[src/rtl/moldudp64_pkg.sv]
// Shared types and field positions for the MoldUDP64 header sequencer.
// Optional feature macro used by the files of this slice: MOLDUDP64_SEQ_CHECK_EN.
package moldudp64_pkg;

  localparam int unsigned DATA_W      = 64;
  localparam int unsigned SEQ_W       = 64;
  localparam int unsigned CNT_W       = 16;

  // Header field positions inside the payload beats.
  localparam int unsigned SEQ_P0_LSB  = 16;  // beat 1 [63:16]
  localparam int unsigned SEQ_P0_MSB  = 63;
  localparam int unsigned SEQ_P0_W    = SEQ_P0_MSB - SEQ_P0_LSB + 1;
  localparam int unsigned SEQ_P1_LSB  = 0;   // beat 2 [15:0]
  localparam int unsigned SEQ_P1_MSB  = 15;
  localparam int unsigned MSG_CNT_LSB = 16;  // beat 2 [31:16]
  localparam int unsigned MSG_CNT_MSB = 31;

  localparam logic [CNT_W-1:0] MSG_CNT_EOS = 16'hFFFF;

  typedef enum logic [1:0] {S_H0, S_H1, S_H2, S_MSG} hdr_state_t;

  // Decoded per-packet header fields handed to the gap checker.
  typedef struct packed {
    logic [SEQ_W-1:0] seq;
    logic [CNT_W-1:0] cnt;
  } pkt_hdr_t;

endpackage

[src/rtl/moldudp64_seq_chk.sv]
// Sequence-gap checker: compares each accepted packet's sequence number with
// the number expected from the previous packet.
// Ports: clk, nreset (async active-low), done_i (packet accepted this beat),
//        hdr_i (seq/cnt of that packet), err_gap_o (pulse, aligned with pkt_done_o),
//        exp_seq_o (expected sequence number of the next packet).
// Only instantiated when MOLDUDP64_SEQ_CHECK_EN is defined.
module moldudp64_seq_chk
  import moldudp64_pkg::*;
(
  input  logic             clk,
  input  logic             nreset,
  input  logic             done_i,
  input  pkt_hdr_t         hdr_i,
  output logic             err_gap_o,
  output logic [SEQ_W-1:0] exp_seq_o
);

  logic exp_valid_q;

  // First packet after reset or end-of-session only loads the expectation.
  always_ff @(posedge clk or negedge nreset) begin
    if (!nreset) begin
      err_gap_o   <= 1'b0;
      exp_seq_o   <= '0;
      exp_valid_q <= 1'b0;
    end else begin
      err_gap_o <= 1'b0;
      if (done_i) begin
        err_gap_o <= exp_valid_q && (hdr_i.seq != exp_seq_o);
        if (hdr_i.cnt == '0) begin
          exp_seq_o <= hdr_i.seq;
        end else begin
          exp_seq_o <= hdr_i.seq + SEQ_W'(hdr_i.cnt);
        end
        exp_valid_q <= (hdr_i.cnt != MSG_CNT_EOS);
      end
    end
  end

endmodule

[src/rtl/moldudp64_hdr_ctrl.sv]
// MoldUDP64 header sequencer: tracks beat position in each UDP payload, drives
// the header-beat strobes, gates the message phase, captures seq/count and
// classifies packets (data / heartbeat / end-of-session / truncated).
// Ports: clk, nreset (async active-low); data_v_i/data_last_i/data_i payload stream;
//        h0_v_o/h1_v_o/h2_v_o/msg_v_o/msg_first_o combinational beat strobes;
//        msg_cnt_o/seq_num_o held header fields; pkt_done_o/heartbeat_o/eos_o and
//        err_trunc_o registered pulses.
// Macro MOLDUDP64_SEQ_CHECK_EN adds err_gap_o and exp_seq_o (sequence gap check).
module moldudp64_hdr_ctrl
  import moldudp64_pkg::*;
(
  input  logic              clk,
  input  logic              nreset,
  input  logic              data_v_i,
  input  logic              data_last_i,
  input  logic [DATA_W-1:0] data_i,
  output logic              h0_v_o,
  output logic              h1_v_o,
  output logic              h2_v_o,
  output logic              msg_v_o,
  output logic              msg_first_o,
  output logic [CNT_W-1:0]  msg_cnt_o,
  output logic [SEQ_W-1:0]  seq_num_o,
  output logic              pkt_done_o,
  output logic              heartbeat_o,
  output logic              eos_o,
  output logic              err_trunc_o
`ifdef MOLDUDP64_SEQ_CHECK_EN
  ,
  output logic              err_gap_o,
  output logic [SEQ_W-1:0]  exp_seq_o
`endif
);

  hdr_state_t            state_q;
  hdr_state_t            state_d;
  logic [SEQ_P0_W-1:0]   seq_p0_q;
  logic                  beat_last;
  logic                  done_c;
  logic                  trunc_c;
  pkt_hdr_t              cur_hdr;

  assign beat_last = data_v_i & data_last_i;
  assign done_c    = beat_last & ((state_q == S_H2) | (state_q == S_MSG));
  assign trunc_c   = beat_last & ((state_q == S_H0) | (state_q == S_H1));

  // Header of the packet ending now; a header-only packet ends on the h2 beat,
  // before the held registers have captured it.
  always_comb begin
    cur_hdr.seq = seq_num_o;
    cur_hdr.cnt = msg_cnt_o;
    if (state_q == S_H2) begin
      cur_hdr.seq = {data_i[SEQ_P1_MSB:SEQ_P1_LSB], seq_p0_q};
      cur_hdr.cnt = data_i[MSG_CNT_MSB:MSG_CNT_LSB];
    end
  end

  // State register
  always_ff @(posedge clk or negedge nreset) begin
    if (!nreset) begin
      state_q <= S_H0;
    end else begin
      state_q <= state_d;
    end
  end

  // Next state: advance only on valid beats; last always returns to h0.
  always_comb begin
    state_d = state_q;
    if (data_v_i) begin
      case (state_q)
        S_H0:    state_d = data_last_i ? S_H0 : S_H1;
        S_H1:    state_d = data_last_i ? S_H0 : S_H2;
        S_H2:    state_d = data_last_i ? S_H0 : S_MSG;
        S_MSG:   state_d = data_last_i ? S_H0 : S_MSG;
        default: state_d = S_H0;
      endcase
    end
  end

  // Beat strobes, aligned with data_i
  always_comb begin
    h0_v_o      = 1'b0;
    h1_v_o      = 1'b0;
    h2_v_o      = 1'b0;
    msg_v_o     = 1'b0;
    msg_first_o = 1'b0;
    if (data_v_i) begin
      h0_v_o      = (state_q == S_H0);
      h1_v_o      = (state_q == S_H1);
      h2_v_o      = (state_q == S_H2);
      msg_v_o     = (state_q == S_H2) | (state_q == S_MSG);
      msg_first_o = (state_q == S_H2);
    end
  end

  // Header capture and packet status pulses
  always_ff @(posedge clk or negedge nreset) begin
    if (!nreset) begin
      seq_p0_q    <= '0;
      msg_cnt_o   <= '0;
      seq_num_o   <= '0;
      pkt_done_o  <= 1'b0;
      heartbeat_o <= 1'b0;
      eos_o       <= 1'b0;
      err_trunc_o <= 1'b0;
    end else begin
      if (h1_v_o) begin
        seq_p0_q <= data_i[SEQ_P0_MSB:SEQ_P0_LSB];
      end
      if (h2_v_o) begin
        msg_cnt_o <= cur_hdr.cnt;
        seq_num_o <= cur_hdr.seq;
      end
      pkt_done_o  <= done_c;
      heartbeat_o <= done_c & (cur_hdr.cnt == '0);
      eos_o       <= done_c & (cur_hdr.cnt == MSG_CNT_EOS);
      err_trunc_o <= trunc_c;
    end
  end

`ifdef MOLDUDP64_SEQ_CHECK_EN
  moldudp64_seq_chk u_seq_chk (
    .clk       (clk),
    .nreset    (nreset),
    .done_i    (done_c),
    .hdr_i     (cur_hdr),
    .err_gap_o (err_gap_o),
    .exp_seq_o (exp_seq_o)
  );
`endif

  a_hdr_onehot0 : assert property (@(posedge clk) disable iff (!nreset)
    $onehot0({h0_v_o, h1_v_o, h2_v_o}));
  a_done_vs_trunc : assert property (@(posedge clk) disable iff (!nreset)
    !(pkt_done_o && err_trunc_o));

endmodule
[config.mk]
export PLATFORM = sky130hd
export DESIGN_NAME = moldudp64_hdr_ctrl
export DESIGN_NICKNAME = d
export VERILOG_FILES = /design/src/rtl/moldudp64_pkg.sv /design/src/rtl/moldudp64_seq_chk.sv /design/src/rtl/moldudp64_hdr_ctrl.sv
export SDC_FILE = /design/constraint.sdc
export NUM_CORES = 1
export LEC_CHECK = 0
export CORE_MARGIN = 3
export CORE_UTILIZATION = 48
export DETAILED_ROUTE_END_ITERATION = 6
export PLACE_DENSITY = 0.8
export SLEW_MARGIN = 25
export SYNTH_ARGS = -nofsm -noshare
export SYNTH_HDL_FRONTEND = slang
export SYNTH_SLANG_ARGS = --single-unit
[constraint.sdc]
create_clock -name clk -period 1.85 [get_ports clk]
set_input_delay 0.37 -clock clk [delete_from_list [all_inputs] [get_ports clk]]
set_output_delay 0.37 -clock clk [all_outputs]
set_load 0.005 [all_outputs]
## After elaboration in Yosys (flattened, before gate mapping)

Cells that the tools add are included.

| operators by class | value |
|---|---|
| equality and inequality tests | 4 |
| muxes and demuxes | 9 |
| bitwise gates (word level) | 7 |
| reduce and logical (&&, ||, !) cells | 4 |

Operators with widths:

| cell | count |
|---|---|
| 16-bit equality test (second input constant) | 1 |
| 16-bit zero test | 1 |
| 16-bit 2-to-1 mux | 1 |
| 2-bit case mux with 3 select lines | 1 |
| 1-bit bitwise AND | 5 |
| 1-bit 2-to-1 mux | 5 |
| 2-bit equality test (second input constant) | 2 |
| 2-bit 2-to-1 mux | 2 |
| 2-bit by 1-bit equality test with 1-bit output (second input constant) | 1 |
| 2-bit zero test | 1 |
| 1-bit OR | 2 |
| 2-bit AND reduction | 1 |
| 2-bit OR reduction | 1 |

| word-level totals | value |
|---|---|
| flip-flop bits (word level) | 134 |
| bits of input ports | 68 |
| word-level logic and storage cells | 32 |

## Logic depth before layout (Yosys ltp)

| depth | value |
|---|---|
| depth after elaboration | 4 |
| mapped depth | 6 |
| gate-level depth less buffers | 4 |

## Worst setup path after synthesis

Ideal clock, no wire load.

| timing | value |
|---|---|
| kind | register to output |
| start | reg state_q[1] |
| end | out msg_first_o |
| data arrival time | 1.189 ns |
| path slack | 0.291 ns |
| stages on the path, launching flop included | 7 |
| path through | dfrtp_1 and2_2 nand2b_1 buf_6 buf_6 inv_1 buf_4 |

| on the way | value |
|---|---|
| word-level cells in the longest chain between the ends | 2 |

Ends and longest elaborated chain:

| element | line | text |
|---|---|---|
| start: declaration | moldudp64_hdr_ctrl.sv:35 | `hdr_state_t state_q;` |
| start signal: assignment | moldudp64_hdr_ctrl.sv:63 | `state_q <= state_d;` |
| 2-bit equality test | -- |  |
| 1-bit 2-to-1 mux | -- |  |
| end: declaration | moldudp64_hdr_ctrl.sv:21 | `output logic msg_first_o,` |

Every way passes these cells.

## Worst setup path in the final report

| timing | value |
|---|---|
| start | reg state_q[1] |
| end | out h2_v_o |

| on the way | value |
|---|---|
| word-level cells in the longest chain between the ends | 2 |

Ends and longest elaborated chain:

| element | line | text |
|---|---|---|
| 2-bit equality test | moldudp64_hdr_ctrl.sv:91 | `h2_v_o = (state_q == S_H2);` |
| 1-bit 2-to-1 mux | moldudp64_hdr_ctrl.sv:88 | `if (data_v_i) begin` |
| end: declaration | moldudp64_hdr_ctrl.sv:19 | `output logic h2_v_o,` |

Every way passes these cells.

==> metrics.txt <==
status=complete, no violations; Setup crit start kind=flop; clock buffer count from CTS=17; Vias/cell=5.09; Worst-Margin Slew=between 0.4 and 0.5 ns; htree depth=4; final setup vio count=0; Seq cells post-synth=approximately 130; DRC=0; Initial Util=50.1%; drt first pass iters=4; reg2reg setup slack=around 0.16 ns; I/O pin cnt=between 150 and 200; Overflow after GRT=0; worst path required time=between 1 and 1.5 ns; Hold Slack=0.438 ns; routability-driven placement congestion ratio=between 0.7 and 0.8; register area share after synthesis=between 60% and 70%; Avg Inst Size Synth=roughly 17 µm²; Max-slew headroom=68.8%; HPWL Detailed=approximately 8700 µm; synthesized area=about 0.0055 mm²; die area=between 0.01 and 0.015 mm²; NumNets Final=between 500 and 600; vias in the first global route=about 3700; YS warnings=0; Syn Inst Count=320; worst path arrival time=1.39 ns; M1 WL=5300 µm; CTS root buf=clkbuf_16; fmax=between 500 and 600 MHz; Hold WC Path Type=in -> async; Core ar.=between 0.01 and 0.015 mm²; unrepaired setup endpoints after global routing=no; ANT cells=0; total power draw=around 0.013 W; DP Worst Slack=-0.270 ns; antenna viol nets, final=0; die width=about 110 µm; count of final hold-check violations=0; # rows=38; crit path launch=state_q[1]; port bufs=156; DR WL met2=5910 µm; initial antenna violation count=0; final-report max-slew violation count=0; post-DR wirelength/cell=roughly 19 µm; Peak supply drop=between 0.7 and 0.8 mV; Yosys cell types=19; total track usage=20.2%; Top Metal Used=met4; reg2reg start=state_q[1]; Clock Path Buffers=2; via count=3330; CP max FO=3; Final Cycle Share=94.9%; area grow syn2layout=43.5%; Power per Cell Area=1630 mW/mm²; Num Clock Sinks=134; reg2reg end=seq_num_o[15]; Final WS setup=about 0.094 ns; skew final=around 0.0076 ns; Vert. Die Dim=approximately 110 µm; maximum capacitance violations=0; routed wl met3=838 µm; R2R cell count=5; share of cells above drive strength 1=36.0%; largest net degree at the start of global routing=a little over 40; clk_lat worst skew=0.41 ns; first-pass GRT wire length=about 20000 µm; synthesized net count=388; crit end category=output pin; Total Routed Length=between 10000 and 15000 µm; Util after Layout=a little under three quarters; DR iter-0 viols=about 180; Leak=3.72 nW; Clock Pin Slew Worst Setup and Hold Paths=0.05 ns; minimum clock period=1.76 ns; CTS tree=done; crit path kind=reg -> out
worst max path at each step:
stage / endpoint / slack [ns] / depth (start not counted)
6_report: h2_v_o / 0.09 / 5
5_1_grt: h2_v_o / 0.02 / 5
4_1_cts: msg_first_o / 0.002 / 5
3_5_place_dp: h0_v_o / -0.27 / 4
3_3_place_gp: h0_v_o / -0.26 / 4
2_1_floorplan: msg_first_o / 0.29 / 6
report_power, final:
group | switching [W] | leakage, nW | total (W) | internal [W]
Clock | 0.00116 | 0.285 | 0.00331 | 0.00215
Sequential | 0.000887 | 1.60 | 0.00517 | 0.00428
Combinational | 0.00115 | 1.84 | 0.00441 | 0.00326
cell type report:
type	instances	area, µm²
clock inverter	9	126
tap	140	175
timing repair buffer	177	1770
inverter	4	15.0
sequential	134	3350
multi-input combinational	167	2030
clock buffer	23	458
fill	756	3100
placed cells by master, fill, tap and decap left out, types with 2 or more instances in the layout:
master,Yosys,routed
clkinv_2,0,4
buf_12,0,5
nand4_1,10,10
clkbuf_16,0,17
a21oi_1,3,3
buf_4,1,15
inv_1,4,4
nand2_1,4,3
clkbuf_1,0,5
mux2_4,88,88
bufinv_16,0,3
nor2_1,2,2
clkdlybuf4s50_1,0,149
dfrtp_1,134,133
nor4_1,10,10
mux2_2,41,41
dlygate4sd2_1,0,4
timing repair:
item	4_1_cts	5_1_grt
setup buffers	1	0
hold buffers	1	0
endpoints found under the setup margin	5	1
endpoints found under the hold margin	37	0
pin swaps	1	0
gates resized for setup	14	1
stage by stage:
stage	instances	area, µm²	TNS (ns)
after floorplan	320	5530	0
after global placement	620	7330	-13.07
after detailed placement	620	7330	-14.19
after CTS	654	7940	0
after global routing	654	7930	0
final	654	7930	0
state kept, by name, indices dropped and copies added, names as in the netlist:
name         flops
err_trunc_o      1
seq_p0_q        48
seq_num_o       64
msg_cnt_o       16
pkt_done_o       1
eos_o            1
state_q          2
heartbeat_o      1
synthesized netlist by cell type, drive strengths merged:
master / number / area share (%)
nand4: 10 / 1.1
a221oi: 1 / 0.16
dfrtp: 134 / 61
and2: 2 / 0.25
nand2b: 2 / 0.23
nor2b: 3 / 0.38
buf: 15 / 2.6
mux2: 129 / 32
inv: 4 / 0.27
o221a: 1 / 0.20
nor4: 10 / 1.1
nand2: 4 / 0.27
nor2: 2 / 0.14
a21oi: 3 / 0.27
critical path: stages, from the launching register on:
cell and delay, ns:
dfrtp_1 0.42, and2_4 0.18, buf_4 0.13, nand2b_4 0.08, inv_1 0.05, buf_2 0.12
layer usage:
layer	GRT usage, %	vias up
li1	-	1512
met1	26.8	1691
met2	31.1	112
met3	7.06	15
met4	7.05	0
met5	0	-
kinds of logic after synthesis:
family	after synthesis	share of synthesized area [%]
multiplexers	129	32.3
AO/OA/AOI/OAI	5	0.634
AND/OR/NAND/NOR	33	3.53
flip-flops	134	60.7
buffers and inverters	19	2.92
No activity file was read; power rests on OpenSTA's default activity.
